File: config.mk
export PLATFORM = sky130hd
export DESIGN_NAME = ex_stage_flat
export DESIGN_NICKNAME = d
export VERILOG_FILES = /design/src/rtl/ex_stage_if.sv /design/src/rtl/ex_stage.sv /design/src/flat_wrapper.sv
export SDC_FILE = /design/constraint.sdc
export NUM_CORES = 1
export LEC_CHECK = 0
export ABC_AREA = 1
export BUFFER_PORTS_ARGS = -buffer_cell sky130_fd_sc_hd__buf_4
export CORE_MARGIN = 5
export CORE_UTILIZATION = 54
export CTS_CLUSTER_DIAMETER = 60
export DETAILED_ROUTE_END_ITERATION = 7
export GPL_ROUTABILITY_DRIVEN = 0
export MAX_ROUTING_LAYER = met4
export PLACE_DENSITY = 0.7
export SLEW_MARGIN = 40
export SYNTH_ARGS = -nofsm -noshare
export SYNTH_HDL_FRONTEND = slang
export SYNTH_SLANG_ARGS = --single-unit
File: constraint.sdc
create_clock -name CLK -period 25.1 [get_ports CLK]
set_clock_uncertainty 0.15 [all_clocks]
set_input_delay 2.51 -clock CLK [delete_from_list [all_inputs] [get_ports CLK]]
set_output_delay 2.51 -clock CLK [all_outputs]
set_load 0.02 [all_outputs]
File: src/rtl/ex_stage_if.sv
// Execute-stage bus: ID/EX operands and control in, EX/MEM register out.
interface ex_stage_if #(
    parameter int BUS_WIDTH      = 32,
    parameter int ALU_FUNCT_BITS = 3,
    parameter int REGISTER       = 6
);
    logic                      ValidE, RegWrite, ALU1Src, RegDst, MemWrite, MemRead, MemtoReg;
    logic [ALU_FUNCT_BITS-1:0] ALU1Cntrl, ALU2Cntrl;
    logic [BUS_WIDTH-1:0]      Src1A, Src1B, Src1C, SignImm;
    logic [REGISTER-1:0]       Rt, Rd;
    logic                      StallE;
    logic                      ValidM, RegWriteM, MemWriteM, MemReadM, MemtoRegM;
    logic [BUS_WIDTH-1:0]      ALUOutM, WriteDataM;
    logic [REGISTER-1:0]       WriteRegM;

    modport slave (
        input  ValidE, RegWrite, ALU1Src, RegDst, MemWrite, MemRead, MemtoReg,
               ALU1Cntrl, ALU2Cntrl, Src1A, Src1B, Src1C, SignImm, Rt, Rd,
        output StallE, ValidM, RegWriteM, MemWriteM, MemReadM, MemtoRegM,
               ALUOutM, WriteDataM, WriteRegM
    );

    modport master (
        output ValidE, RegWrite, ALU1Src, RegDst, MemWrite, MemRead, MemtoReg,
               ALU1Cntrl, ALU2Cntrl, Src1A, Src1B, Src1C, SignImm, Rt, Rd,
        input  StallE, ValidM, RegWriteM, MemWriteM, MemReadM, MemtoRegM,
               ALUOutM, WriteDataM, WriteRegM
    );
endinterface

File: src/rtl/ex_stage.sv
// Execute stage: two chained ALUs feeding the EX/MEM register. MUL runs as a
// 4-cycle byte-serial shift-add, stalling upstream while it iterates.
module ex_stage #(
    parameter int BUS_WIDTH      = 32,
    parameter int ALU_FUNCT_BITS = 3,
    parameter int REGISTER       = 6
) (
    input  logic       CLK,
    input  logic       RST,
    ex_stage_if.slave  bus
);
    typedef enum logic {IDLE, BUSY} state_t;

    typedef struct packed {
        logic                 valid;
        logic                 regwrite;
        logic                 memwrite;
        logic                 memread;
        logic                 memtoreg;
        logic [BUS_WIDTH-1:0] aluout;
        logic [BUS_WIDTH-1:0] wdata;
        logic [REGISTER-1:0]  wreg;
    } exmem_t;

    state_t               state_q, state_d;
    logic [1:0]           cnt_q, cnt_d;
    logic [BUS_WIDTH-1:0] acc_q, acc_d, a_q, a_d, b_q, b_d;
    exmem_t               exmem_q, exmem_d, res;

    logic [BUS_WIDTH-1:0] opb, alu1, r1, alu2, partial, acc_sum;
    logic [7:0]           mbyte;
    logic                 stall;

    // Operand B select and first ALU
    always_comb begin
        opb = bus.ALU1Src ? bus.SignImm : bus.Src1B;
        case (bus.ALU1Cntrl)
            3'b000:  alu1 = bus.Src1A & opb;
            3'b001:  alu1 = bus.Src1A | opb;
            3'b010:  alu1 = bus.Src1A + opb;
            3'b100:  alu1 = bus.Src1A ^ opb;
            3'b101:  alu1 = bus.Src1A;
            3'b110:  alu1 = bus.Src1A - opb;
            3'b111:  alu1 = {{(BUS_WIDTH-1){1'b0}}, ($signed(bus.Src1A) < $signed(opb))};
            default: alu1 = '0; // MUL result comes from the accumulator
        endcase
    end

    // One shift-add step of the multiply; on the last step acc_sum is the product
    always_comb begin
        mbyte   = 8'(b_q >> {cnt_q, 3'b000});
        partial = (a_q * BUS_WIDTH'(mbyte)) << {cnt_q, 3'b000};
        acc_sum = acc_q + partial;
    end

    // Second ALU and the EX/MEM payload for a completing instruction
    always_comb begin
        r1 = (state_q == BUSY) ? acc_sum : alu1;
        case (bus.ALU2Cntrl)
            3'b010:  alu2 = r1 + bus.Src1C;
            3'b110:  alu2 = r1 - bus.Src1C;
            3'b100:  alu2 = r1[BUS_WIDTH-1] ? '0 : r1;
            default: alu2 = r1;
        endcase
        res.valid    = 1'b1;
        res.regwrite = bus.RegWrite;
        res.memwrite = bus.MemWrite;
        res.memread  = bus.MemRead;
        res.memtoreg = bus.MemtoReg;
        res.aluout   = alu2;
        res.wdata    = bus.Src1B;
        res.wreg     = bus.RegDst ? bus.Rd : bus.Rt;
    end

    // FSM next state; EX/MEM defaults to a bubble
    always_comb begin
        state_d = state_q;
        cnt_d   = cnt_q;
        acc_d   = acc_q;
        a_d     = a_q;
        b_d     = b_q;
        exmem_d = '0;
        stall   = 1'b0;
        case (state_q)
            IDLE: begin
                if (bus.ValidE) begin
                    if (bus.ALU1Cntrl == 3'b011) begin
                        a_d     = bus.Src1A;
                        b_d     = opb;
                        acc_d   = '0;
                        cnt_d   = '0;
                        state_d = BUSY;
                        stall   = 1'b1;
                    end else begin
                        exmem_d = res;
                    end
                end
            end
            BUSY: begin
                acc_d = acc_sum;
                cnt_d = cnt_q + 2'd1;
                if (cnt_q == 2'd3) begin
                    exmem_d = res;
                    state_d = IDLE;
                end else begin
                    stall = 1'b1;
                end
            end
            default: state_d = IDLE;
        endcase
    end

    // State and EX/MEM registers; reset also drops any multiply in flight
    always_ff @(posedge CLK) begin
        if (RST) begin
            state_q <= IDLE;
            cnt_q   <= '0;
            acc_q   <= '0;
            a_q     <= '0;
            b_q     <= '0;
            exmem_q <= '0;
        end else begin
            state_q <= state_d;
            cnt_q   <= cnt_d;
            acc_q   <= acc_d;
            a_q     <= a_d;
            b_q     <= b_d;
            exmem_q <= exmem_d;
        end
    end

    assign bus.StallE     = stall & ~RST;
    assign bus.ValidM     = exmem_q.valid;
    assign bus.RegWriteM  = exmem_q.regwrite;
    assign bus.MemWriteM  = exmem_q.memwrite;
    assign bus.MemReadM   = exmem_q.memread;
    assign bus.MemtoRegM  = exmem_q.memtoreg;
    assign bus.ALUOutM    = exmem_q.aluout;
    assign bus.WriteDataM = exmem_q.wdata;
    assign bus.WriteRegM  = exmem_q.wreg;
endmodule
File: src/flat_wrapper.sv
// flat-port wrapper written by rule: the top's interface ports become plain ports
module ex_stage_flat 
#(
    parameter int BUS_WIDTH      = 32,
    parameter int ALU_FUNCT_BITS = 3,
    parameter int REGISTER       = 6
)
  (CLK, RST, bus_ValidE, bus_RegWrite, bus_ALU1Src, bus_RegDst, bus_MemWrite, bus_MemRead, bus_MemtoReg, bus_ALU1Cntrl, bus_ALU2Cntrl, bus_Src1A, bus_Src1B, bus_Src1C, bus_SignImm, bus_Rt, bus_Rd, bus_StallE, bus_ValidM, bus_RegWriteM, bus_MemWriteM, bus_MemReadM, bus_MemtoRegM, bus_ALUOutM, bus_WriteDataM, bus_WriteRegM);
  ex_stage_if #(.BUS_WIDTH(BUS_WIDTH), .ALU_FUNCT_BITS(ALU_FUNCT_BITS), .REGISTER(REGISTER)) bus_i ();
  input  logic CLK;
  input  logic RST;
  input wire logic [$bits(bus_i.ValidE)-1:0] bus_ValidE;
  input wire logic [$bits(bus_i.RegWrite)-1:0] bus_RegWrite;
  input wire logic [$bits(bus_i.ALU1Src)-1:0] bus_ALU1Src;
  input wire logic [$bits(bus_i.RegDst)-1:0] bus_RegDst;
  input wire logic [$bits(bus_i.MemWrite)-1:0] bus_MemWrite;
  input wire logic [$bits(bus_i.MemRead)-1:0] bus_MemRead;
  input wire logic [$bits(bus_i.MemtoReg)-1:0] bus_MemtoReg;
  input wire logic [$bits(bus_i.ALU1Cntrl)-1:0] bus_ALU1Cntrl;
  input wire logic [$bits(bus_i.ALU2Cntrl)-1:0] bus_ALU2Cntrl;
  input wire logic [$bits(bus_i.Src1A)-1:0] bus_Src1A;
  input wire logic [$bits(bus_i.Src1B)-1:0] bus_Src1B;
  input wire logic [$bits(bus_i.Src1C)-1:0] bus_Src1C;
  input wire logic [$bits(bus_i.SignImm)-1:0] bus_SignImm;
  input wire logic [$bits(bus_i.Rt)-1:0] bus_Rt;
  input wire logic [$bits(bus_i.Rd)-1:0] bus_Rd;
  output wire logic [$bits(bus_i.StallE)-1:0] bus_StallE;
  output wire logic [$bits(bus_i.ValidM)-1:0] bus_ValidM;
  output wire logic [$bits(bus_i.RegWriteM)-1:0] bus_RegWriteM;
  output wire logic [$bits(bus_i.MemWriteM)-1:0] bus_MemWriteM;
  output wire logic [$bits(bus_i.MemReadM)-1:0] bus_MemReadM;
  output wire logic [$bits(bus_i.MemtoRegM)-1:0] bus_MemtoRegM;
  output wire logic [$bits(bus_i.ALUOutM)-1:0] bus_ALUOutM;
  output wire logic [$bits(bus_i.WriteDataM)-1:0] bus_WriteDataM;
  output wire logic [$bits(bus_i.WriteRegM)-1:0] bus_WriteRegM;
  assign bus_i.ValidE = bus_ValidE;
  assign bus_i.RegWrite = bus_RegWrite;
  assign bus_i.ALU1Src = bus_ALU1Src;
  assign bus_i.RegDst = bus_RegDst;
  assign bus_i.MemWrite = bus_MemWrite;
  assign bus_i.MemRead = bus_MemRead;
  assign bus_i.MemtoReg = bus_MemtoReg;
  assign bus_i.ALU1Cntrl = bus_ALU1Cntrl;
  assign bus_i.ALU2Cntrl = bus_ALU2Cntrl;
  assign bus_i.Src1A = bus_Src1A;
  assign bus_i.Src1B = bus_Src1B;
  assign bus_i.Src1C = bus_Src1C;
  assign bus_i.SignImm = bus_SignImm;
  assign bus_i.Rt = bus_Rt;
  assign bus_i.Rd = bus_Rd;
  assign bus_StallE = bus_i.StallE;
  assign bus_ValidM = bus_i.ValidM;
  assign bus_RegWriteM = bus_i.RegWriteM;
  assign bus_MemWriteM = bus_i.MemWriteM;
  assign bus_MemReadM = bus_i.MemReadM;
  assign bus_MemtoRegM = bus_i.MemtoRegM;
  assign bus_ALUOutM = bus_i.ALUOutM;
  assign bus_WriteDataM = bus_i.WriteDataM;
  assign bus_WriteRegM = bus_i.WriteRegM;
  ex_stage #(.BUS_WIDTH(BUS_WIDTH), .ALU_FUNCT_BITS(ALU_FUNCT_BITS), .REGISTER(REGISTER)) u_core (.CLK(CLK), .RST(RST), .bus(bus_i));
endmodule
* Yosys cells after proc, flatten, opt, wreduce, memory -nomap -nowiden
Index checks and enable logic that the tools add are counted.
** Word-level totals
- Output and inout port bits :: 76
- Word-level logic and storage cells :: 65
- Flip-flop bits (word level) :: 174
- Input port bits :: 155
** Operators by class
- Bitwise operators :: 6
- Add/subtract/negate cells :: 6
- Reductions and logical operators :: 3
- $lt $le $gt $ge :: 1
- Mux-type cells :: 20
- Eq/ne operators :: 13
- Multipliers :: 1
- Shift-type cells :: 2
** Operators by type and width (count)
- $mux 75 :: 3
- $pmux 32 s7 :: 1
- $pmux 75 s2 :: 1
- $mux 32 :: 4
- $add 32x32->32 :: 3
- $pmux 32 s3 :: 1
- $pmux 32 s2 :: 1
- $sub 32x32->32 :: 2
- $and 32x32->32 :: 1
- $lt 32x32->1 :: 1
- $mul 32x8->32 :: 1
- $or 32x32->32 :: 1
- $shl 32x5->32 :: 1
- $shr 32x5->8 :: 1
- $xor 32x32->32 :: 1
- $mux 31 :: 1
- $eq 3x3->1 const B :: 6
- $eq 3x2->1 const B :: 3
- $mux 6 :: 1
- $mux 2 :: 2
- $pmux 2 s2 :: 1
- $eq 3x1->1 const B :: 1
- $logic_not 3->1 :: 1
- $mux 1 :: 3
- other kinds (9) :: 10

* Logic depth before layout (Yosys ltp)
Gate-level depths: netlist of the first run.
- Word-level depth :: 10
- Gate-level depth with buffers :: 55
- Gate-level depth less buffers :: 53

* Worst setup path after synthesis of the first run
Ideal clock, no wire load.
- Path kind :: flip-flop to flip-flop
- Start point :: register u_core.cnt_q[0]
- End point :: register u_core.exmem_q (netlist bit u_core.bus.ALUOutM[31])
- Clock period less this slack :: 8261 ps
- Stages on the path, launching flop included :: 49
- Path slack :: 16839 ps
- Arrival :: 7982 ps
- Setup time :: 129 ps
- Data required time :: 24821 ps
- Cells stage by stage :: dfxtp_1 > inv_2 > buf_4 > nand2_1 > nand3_1 > nand2_1 > clkbuf_1 > nor2_1 > fa_1 > fa_1 > fa_1 > inv_1 > fa_1 > inv_1 > ha_1 > inv_1 > nor3_1 > nand3_1 > [... 13 more ...] > inv_1 > nor4_1 > nand2_1 > o21ai_0 > a21oi_1 > o21ai_0 > nand2_1 > ha_1 > nand2_1 > inv_1 > a221oi_1 > o21ai_0 > a21oi_1 > nand2_1 > xnor2_1 > nand3_1 > nand3_1 > a21oi_1
** On the way
- Cells in the longest elaborated chain, start to end :: 10
- Elaborated cells between the ends (all ways) :: 13
** Ends and longest elaborated chain
- from (decl) :: line ex_stage.sv:26 : logic [1:0] cnt_q, cnt_d;
- from (signal assigned) :: line ex_stage.sv:124 : cnt_q <= cnt_d;
- $shr 32x5->8 :: line ex_stage.sv:51 : mbyte = 8'(b_q >> {cnt_q, 3'b000});
- $mul 32x8->32 :: line ex_stage.sv:52 : partial = (a_q * BUS_WIDTH'(mbyte)) << {cnt_q, 3'b000};
- $shl 32x5->32 :: line ex_stage.sv:52
- $add 32x32->32 :: line ex_stage.sv:53 : acc_sum = acc_q + partial;
- $mux 32 :: line ex_stage.sv:58 : r1 = (state_q == BUSY) ? acc_sum : alu1;
- $sub 32x32->32 or $add 32x32->32 (tied branches) :: line ex_stage.sv:61, ex_stage.sv:60
- $pmux 32 s3 :: line ex_stage.sv:59 : case (bus.ALU2Cntrl)
- $mux 75 :: line ex_stage.sv:87 : if (bus.ALU1Cntrl == 3'b011) begin
- $mux 75 :: line ex_stage.sv:86 : if (bus.ValidE) begin
- $pmux 75 s2 (*) :: line ex_stage.sv:84 : case (state_q)
- to (signal assigned) :: line ex_stage.sv:128 : exmem_q <= exmem_d;
- to (decl) :: line ex_stage.sv:28 : exmem_t exmem_q, exmem_d, res;
Every way passes the cells marked *; elsewhere a longest branch is shown, timed or not.
A chain may end at the register's enable or synchronous reset.

* Worst setup path after layout of the first run
Ends and elaborated chain as after synthesis.

==> results of run 1 <==
## synth_stat cells (2+ instances only)
| master | instances | area, µm² |
|---|---|---|
| sky130_fd_sc_hd__buf_2 | 23 | 115.1 |
| sky130_fd_sc_hd__nor3_1 | 38 | 190.2 |
| sky130_fd_sc_hd__xnor2_1 | 17 | 148.9 |
| sky130_fd_sc_hd__buf_1 | 5 | 18.77 |
| sky130_fd_sc_hd__xor2_1 | 35 | 306.5 |
| sky130_fd_sc_hd__nor2_1 | 400 | 1501 |
| sky130_fd_sc_hd__mux2i_1 | 4 | 40.04 |
| sky130_fd_sc_hd__nand2_1 | 665 | 2496 |
| sky130_fd_sc_hd__inv_1 | 573 | 2151 |
| sky130_fd_sc_hd__clkinv_1 | 3 | 11.26 |
| sky130_fd_sc_hd__a21o_1 | 19 | 142.6 |
| sky130_fd_sc_hd__dfxtp_1 | 174 | 3483 |
| sky130_fd_sc_hd__o211ai_1 | 15 | 112.6 |
| sky130_fd_sc_hd__o21a_1 | 4 | 30.03 |
| sky130_fd_sc_hd__buf_4 | 3 | 22.52 |
| sky130_fd_sc_hd__a31oi_1 | 28 | 175.2 |
| sky130_fd_sc_hd__o21ai_0 | 292 | 1461 |
| sky130_fd_sc_hd__nand3_1 | 168 | 840.8 |
| sky130_fd_sc_hd__o2111ai_1 | 4 | 35.03 |
| sky130_fd_sc_hd__a21boi_0 | 4 | 30.03 |
| sky130_fd_sc_hd__nand4_1 | 46 | 287.8 |
| sky130_fd_sc_hd__nor3_2 | 2 | 20.02 |
| sky130_fd_sc_hd__fa_1 | 160 | 3203 |
| sky130_fd_sc_hd__or2_2 | 29 | 181.4 |
| sky130_fd_sc_hd__o22ai_1 | 16 | 100.1 |
| sky130_fd_sc_hd__o21bai_1 | 18 | 135.1 |
| sky130_fd_sc_hd__ha_1 | 201 | 2515 |
| sky130_fd_sc_hd__inv_2 | 7 | 26.28 |
| sky130_fd_sc_hd__o221ai_1 | 15 | 131.4 |
| sky130_fd_sc_hd__nand2_2 | 4 | 25.02 |
| sky130_fd_sc_hd__o21ai_1 | 2 | 10.01 |
| sky130_fd_sc_hd__a211oi_1 | 34 | 255.2 |
| sky130_fd_sc_hd__a21oi_1 | 359 | 1797 |
| sky130_fd_sc_hd__o31ai_1 | 7 | 52.55 |
| sky130_fd_sc_hd__clkbuf_1 | 99 | 371.6 |
| sky130_fd_sc_hd__nor4_1 | 12 | 75.07 |
| sky130_fd_sc_hd__a221oi_1 | 25 | 219.0 |
## sequential cells by signal, indices dropped and copies added, names as in the netlist
| name | count |
|---|---|
| u_core.a_q | 32 |
| u_core.acc_q | 32 |
| u_core.b_q | 32 |
| u_core.bus.ALUOutM | 32 |
| u_core.bus.WriteDataM | 32 |
| u_core.bus.WriteRegM | 6 |
| u_core.cnt_q | 2 |
| u_core.bus.MemReadM | 1 |
| u_core.bus.MemWriteM | 1 |
| u_core.bus.MemtoRegM | 1 |
| u_core.bus.RegWriteM | 1 |
| u_core.bus.ValidM | 1 |
| u_core.state_q | 1 |
## worst reg2reg max path: cells and delay by family (launching register included)
kind,cells,cell delay (ps)
flip-flops,1,320
adder cells (fa/ha/maj),7,3010
AND/OR/NAND/NOR,17,2800
AO/OA/AOI/OAI,13,2380
XOR/XNOR,1,200
buffers and inverters,10,1540
## area by class of cell
cell class / instances / area [µm²]
Antenna cell: 1 / 2.502
Clock buffer: 19 / 442.9
Clock inverter: 12 / 158.9
Fill cell: 4054 / 16420
Inverter: 583 / 2191
Multi-Input combinational cell: 2638 / 16670
Sequential cell: 174 / 3483
Tap cell: 539 / 674.4
Timing Repair Buffer: 253 / 1903
## report_power, final
group,switching (mW),internal (mW),leakage [nW]
logic,0.256,0.122,10.9
clock network,0.128,0.159,0.290
registers,0.00746,0.286,1.42
## through the flow
stage / cells / total power, mW / hold WS, ps / util
floorplan: 3526 / 0.5381 / 295.4 / -
global placement: 4187 / 0.6572 / 304.2 / 0.5940
detailed placement: 4187 / 0.6632 / 312.8 / 0.5942
CTS: 4218 / 0.9489 / 324.1 / 0.6085
global route: 4219 / 1.007 / 343.1 / 0.6086
finish: 4219 / 0.9584 / 320.5 / 0.6086
## logic make-up after synthesis
logic type,share of synthesized area
xor+xnor,0.01992
simple gates,0.2483
fa+ha+maj,0.2501
buf+inv,0.1193
mux,0.001751
flops,0.1523
compound gates,0.2084
## metal layers
| layer | vias up | track usage | part of all wire |
|---|---|---|---|
| met5 | - | - | 0 |
| met4 | 0 | 0.1617 | 0.054 |
| met3 | 276 | 0.06951 | 0.10 |
| met2 | 1380 | 0.5410 | 0.44 |
| met1 | 11700 | 0.4511 | 0.40 |
| li1 | 11780 | - | - |
## how the worst max path moves through the flow
stage / depth (start not counted) / slack, ps / end / start
after CTS: 48 / 14820 / u_core.bus.ALUOutM[31] / u_core.cnt_q[0]
after global routing: 50 / 13600 / u_core.bus.ALUOutM[29] / u_core.cnt_q[0]
after global placement: 48 / 15140 / u_core.bus.ALUOutM[31] / u_core.cnt_q[0]
final: 48 / 14560 / u_core.bus.ALUOutM[31] / u_core.cnt_q[0]
after floorplan: 48 / 16840 / u_core.bus.ALUOutM[31] / u_core.cnt_q[0]
after detailed placement: 48 / 14860 / u_core.bus.ALUOutM[31] / u_core.cnt_q[0]
==> summary by stage, run 1 <==
Critical path
The worst reg-to-reg setup slack is 14560 ps. Counting both buffers and inverters, the worst setup path holds a total of 10. The worst register-to-register path ends at u_core.bus.ALUOutM[31]. The critical path is of the register to register type. The largest single stage delay on the critical path is 530 ps.

The critical register-to-register path startpoint is u_core.cnt_q[0]. The cell type of the slowest stage on the worst timing path is sky130_fd_sc_hd__inv_2. The worst setup path is launched from a register. The worst setup path is captured at a register. On the critical path the largest part of the delay comes from adder cells. The maximum fanout count along the critical path is 45. The cell count of the worst reg-to-reg path is 48. The worst endpoint required time is 25290 ps. For the worst setup path, the data arrival time is 10740 ps. The critical path's most frequent cell is sky130_fd_sc_hd__inv_1.

Clock tree
Once the clock tree was built, the setup fixing pass inserted 0 buffers. Clock-pin slew was measured on the worst setup and hold paths at 70 ps. The total clock buffers created by CTS is 17.

The clock latency at the later pin of the worst-skew pair is 470 ps. After clock tree synthesis, the flow added hold-fix buffers numbering 0. The clock net in this run drives a total of 174 sinks. The clock tree synthesis step divided the H-tree into 4 levels.

After clock tree synthesis, the repair step resized 0 gates. The clock tree root buffer cell is sky130_fd_sc_hd__clkbuf_16. The clock tree from TritonCTS is done. No sink is reached through more buffers than the 2 on the longest clock path.

Die
The area of the die is 46560 µm². The number of placement rows is 75. 231 I/O pins were placed.

Measured along the x axis, the die boundary spans 215.8 µm. The effective utilization at floorplan is 0.5451. Measured along the y axis, the die boundary spans 215.8 µm.

The total core area is 41950 µm².

STA
In the final timing run, aggregate negative setup slack is 0 ps. Setup violations remaining at the end of the flow were counted as 0. Setup repair after global routing left no endpoint under its margin. The worst path in the final design needs a cycle of 10540 ps, including I/O delays and setup.

Dividing the final minimum period by the clock period gives 0.4201. The highest clock frequency the design can meet is 94.84 MHz. Measured against its own limit, the worst slew margin works out to 0.3488. The number of failing hold endpoints at the final stage is 0. In the post-route analysis, the smallest setup slack over all paths is 14560 ps. The transition time of the tightest slew-check pin is 966.6 ps.

The final number of max-transition violations is 0.

Power
Power spread over the standard cell area amounts to 37.54 nW/µm². The maximum VDD drop is 0.05849 mV. The leakage power of the design is 12.65 nW.

Detailed routing
After the first detailed-routing iteration, the DRC count stood at 2514. The via count is 25.13k. Dividing the detail-routed via count by the number of cells gives 5.957. The final wirelength is 82.41 mm. The number of optimization iterations in the first detailed-route pass is 7. After detailed routing, the average wire length per cell comes to 19.53 µm. The detail route stage leaves a number of antenna-violating nets equal to 0. After detailed routing, the number of remaining DRC violations is 0.

Placement
After legalization and detailed placement, the total HPWL measured 66.81 mm. The post-place instance area is 24920 µm². The count of buffers inserted at the top-level ports is 230. The worst setup timing slack at the placement stage is 14860 ps.

Global route
The maximum number of pins on one net before global-route repair is 129. The first global-routing pass estimated 128.0 mm of wire. For this run, the total global-route usage over all layers was measured as 0.3524. The number of antenna violations at the first check in global routing is 1. For this run the aggregate overflow at the end of global routing stands at 0. The via count of the first global-routing pass came to 23.81k.

Synthesis
Synthesis instantiated 53 different standard cells from the library. Of all flip-flops after synthesis, the portion carrying an async set or reset was 0. In this run, synthesis inferred 0 flip-flops with an integrated enable. The top flip-flop cell by instance count after synthesis is sky130_fd_sc_hd__dfxtp_1. The number of flip-flops and latches in the synthesized netlist is 174. The synthesized net count is 4042. In the synthesized netlist, the number of instances is 3526. The sequential fraction of the synthesis area is 0.1523.

The mapped netlist covers 22870 µm². A synthesized cell averages 6.485 µm². For this run, the number of Yosys warnings is 0.

Layout
Leaving out fill and tap cells, the most frequent cell in the layout is sky130_fd_sc_hd__nand2_1. The top cell types in the final layout, fill and taps aside, are 665 x sky130_fd_sc_hd__nand2_1, 571 x sky130_fd_sc_hd__inv_1, 397 x sky130_fd_sc_hd__nor2_1, 359 x sky130_fd_sc_hd__a21oi_1, 282 x sky130_fd_sc_hd__o21ai_0. The fraction of final layout cells sized beyond drive strength 1 is 0.09187. For this run, the post-layout net count is 4183. The finished cells cover 25530 µm². The synthesis-to-finish area growth is 11.64%.

Hold path
The startpoint identified for the worst hold timing path is u_core.acc_q[2]. The worst hold path belongs to the class register to register. The hold-critical path endpoint is u_core.acc_q[2].

The worst hold path was traced through 2 stages.

Job
The number of violations of the max-capacitance limit is 0.

Run status
The run finished with clean final reports.
(Power assumes the default switching activity.)
==> run 2: changes to the inputs <==
==> constraint.sdc (replaced) <==
create_clock -name CLK -period 10.4 [get_ports CLK]
set_clock_uncertainty 0.15 [all_clocks]
set_input_delay 1.04 -clock CLK [delete_from_list [all_inputs] [get_ports CLK]]
set_output_delay 1.04 -clock CLK [all_outputs]
set_load 0.02 [all_outputs]
==> run 2 against run 1 <==
  * Final area increased by 0.18%
  * Clock power increased by 140%
  * Non-clock buffer count increased by 5
  * Final cell count increased by 0.12%
  * Via count decreased by 0.74%
  * Global-route usage increased by 0.53 points
  * Die area unchanged
  * Utilization increased by 0.11 points
  * Total power increased by 140%
  * Critical path type unchanged
  * Largest cell class unchanged
  * Largest power group unchanged
==> summary by stage, run 2 (synthesized netlist as in run 1, its figures left out) <==
Critical path
The count of buffering cells on the critical path with inverters included is 12 (was 10). The critical path's most frequent cell is sky130_fd_sc_hd__nand2_1 (was sky130_fd_sc_hd__inv_1). The category of the worst setup path launch point is a register (unchanged).

The data arrival time of the worst path is 9820 ps (was 10740 ps). The critical path endpoint category is a register (unchanged). The cell type of the slowest stage on the worst timing path was sky130_fd_sc_hd__o21ai_0 (was sky130_fd_sc_hd__inv_2). The cell type group with the largest total delay on the critical path is compound AO/OA/AOI/OAI gates (was adder cells). The kind of critical path is register to register (unchanged). The cell count of the worst reg-to-reg path is 50 (was 48).

The critical register-to-register path startpoint was u_core.cnt_q[0] (unchanged). The worst endpoint required time was 10590 ps (was 25290 ps). The maximum fanout count along the critical path came to 21 (was 45).

The reg-to-reg endpoint is u_core.bus.ALUOutM[29] (was u_core.bus.ALUOutM[31]). The worst reg-to-reg setup slack is 770 ps (was 14560 ps). The biggest cell delay along the critical path is 590 ps (was 530 ps).

Power
The total power came to 2.318 mW (was 958.4 µW). The leakage power of the design is 12.68 nW (was 12.65 nW). The power density relative to cell area is 90.65 nW/µm² (was 37.54 nW/µm²).

The maximum VDD drop is 0.1383 mV (was 0.05849 mV).

Hold path
The class of the tightest hold or removal check is register to register (unchanged). The hold-critical path endpoint was u_core.acc_q[2] (unchanged). The worst hold path startpoint is u_core.acc_q[2] (unchanged). The cell count of the worst hold path is 2 (unchanged).

Die
The total core area is 41950 µm² (unchanged). The total I/O pin count is 231 (unchanged). The number of placement rows is 75 (unchanged).

The width of the chip is 215.8 µm (unchanged). The chip height is 215.8 µm (unchanged). The area of the die is 46560 µm² (unchanged).

The effective utilization at floorplan is 0.5451 (unchanged).

Global route
The maximum number of pins on one net before global-route repair is 129 (unchanged). The via count of the first global-routing pass is 23.73k (was 23.81k). The total congestion overflow after global routing is 0 (unchanged). The overall global routing resource usage is 0.3576 (was 0.3524). The global-route wire length before repair was 128.9 mm (was 128.0 mm).

The number of antenna violations at the first check in global routing was 0 (was 1).

Detailed routing
The via count came to 24.94k (was 25.13k). The post-route DRC violation count came to 0 (unchanged). The final wirelength is 83.81 mm (was 82.41 mm). The via count normalized by instance count came to 5.905 (was 5.957). The iteration-0 DRC count of the detailed router was 2876 (was 2514).

The average wire length per cell after detail routing is 19.84 µm (was 19.53 µm). The number of optimization iterations in the first detailed-route pass is 6 (was 7). The final antenna-violating net count is 0 (unchanged).

Layout
The synthesis-to-finish area growth is 11.84% (was 11.64%). The non-filler instance count after layout was 4224 (was 4219). The final net count was 4188 (was 4183). The storage element area came to 3485 µm² (was 3483 µm²).

The leading cell type in the layout, fill and taps excluded is sky130_fd_sc_hd__nand2_1 (unchanged). The number of inserted filler cells in the final layout is 4009 (was 4054). The area of combinational cells with multiple inputs is 16680 µm² (was 16670 µm²). The final core utilization is 0.6097 (was 0.6086). The number of antenna cells inserted is 0 (was 1). The fraction of final layout cells sized beyond drive strength 1 is 0.09444 (was 0.09187).

Most frequent cells in the layout: 662 x sky130_fd_sc_hd__nand2_1, 571 x sky130_fd_sc_hd__inv_1, 398 x sky130_fd_sc_hd__nor2_1, 359 x sky130_fd_sc_hd__a21oi_1, 274 x sky130_fd_sc_hd__o21ai_0 (was 665 x sky130_fd_sc_hd__nand2_1, 571 x sky130_fd_sc_hd__inv_1, 397 x sky130_fd_sc_hd__nor2_1, 359 x sky130_fd_sc_hd__a21oi_1, 282 x sky130_fd_sc_hd__o21ai_0).

Clock tree
The number of levels in the clock H-tree is 4 (unchanged). The number of clock sinks seen by CTS came to 174 (unchanged). The clock tree from TritonCTS is done (unchanged). The number of buffers inserted by post-CTS setup repair is 0 (unchanged).

The total clock buffers created by CTS is 17 (unchanged). The clock latency at the later pin of the worst-skew pair is 480 ps (was 470 ps). The clock-pin slew on the worst setup and hold paths is 80 ps (was 70 ps). The maximum clock path buffer count is 2 (unchanged).

The clock tree root buffer cell is sky130_fd_sc_hd__clkbuf_16 (unchanged).

Placement
The count of buffers inserted at the top-level ports is 230 (unchanged). The detailed placement HPWL is 67.85 mm (was 66.81 mm). The count of placed standard cells including taps is 4192 (was 4187).

STA
The highest clock frequency the design can meet came to 103.9 MHz (was 94.84 MHz). The number of failing hold endpoints at the final stage is 0 (unchanged). The share of the cycle needed by the critical path after routing is 0.9257 (was 0.4201). The final period demand of the worst path is 9628 ps (was 10540 ps). Unrepaired setup endpoints after global routing: false (unchanged). The relative slew slack is 0.3853 (was 0.3488). The transition time of the tightest slew-check pin is 912.3 ps (was 966.6 ps).

The sum of negative setup slack is 0 ps (unchanged). The count of endpoints failing setup in the final report was 0 (unchanged). The final number of max-transition violations is 0 (unchanged).

Job
The number of violations of the max-capacitance limit came to 0 (unchanged).

Run status
Outcome: completed (unchanged).
## run 2: cell types whose count changed in the layout (fill, tap and decap cells not counted), sizes merged
cell / before / now
clkinv: 7 / 4
inv: 583 / 589
buf: 253 / 258
bufinv: 3 / 2
clkbuf: 19 / 18
diode: 1 / 0
## run 2: timing repair
item                                   4_1_cts  5_1_grt
hold buffers                                 0        0
endpoints found under the hold margin        0        0
setup endpoints to repair                    0        7
resized for setup                            0       11
## run 2: routing by layer
layer  part of all wire  vias to the layer above  global-route usage
li1                   -                    11800                   -
met1               0.40                    11490              0.4559
met2               0.43                     1377              0.5378
met3              0.099                      276             0.06642
met4              0.066                        0              0.1980
met5                  0                        -                   -
## run 2: final cells by class
class	count	area share
Clock buffer	18	0.01678
Clock inverter	14	0.006605
Inverter	583	0.08567
Multi-Input combinational cell	2638	0.6524
Sequential cell	174	0.1363
Tap cell	539	0.02637
Timing Repair Buffer	258	0.07588
## run 2: stage by stage
stage                     setup WS, ps  hold slack, ps  area [µm²]
after CTS                        556.0           324.6       25560
after floorplan                   2139           295.4       22870
after global routing             8.934           341.0       25570
after detailed placement         586.8           311.2       24960
after global placement           938.7           306.6       24950
final                            772.4           322.2       25570
## run 2: worst reg2reg max path: cells and delay by family, from the launching register on
family / cells / cell delay (ps)
adder cells (fa/ha/maj): 7 / 2910
AO/OA/AOI/OAI: 15 / 3190
flip-flops: 1 / 370
buffers and inverters: 12 / 1210
AND/OR/NAND/NOR: 16 / 1660
## run 2: where the power goes
part	total, mW	leakage, nW	internal [mW]	switching [mW]
clock	0.697	0.290	0.364	0.333
combinational	0.913	11.0	0.294	0.619
sequential	0.708	1.42	0.690	0.0179
total	2.32	12.7	1.35	0.970
## run 2: worst max path at each step
stage	startpoint	endpoint	slack, ps	cells past startpoint
2_1_floorplan	u_core.cnt_q[0]	u_core.bus.ALUOutM[31]	2140	48
3_3_place_gp	u_core.cnt_q[0]	u_core.bus.ALUOutM[31]	940	47
3_5_place_dp	u_core.cnt_q[0]	u_core.bus.ALUOutM[31]	590	47
4_1_cts	u_core.cnt_q[0]	u_core.bus.ALUOutM[31]	560	47
5_1_grt	u_core.cnt_q[0]	u_core.bus.ALUOutM[31]	9	52
6_report	u_core.cnt_q[0]	u_core.bus.ALUOutM[29]	770	50
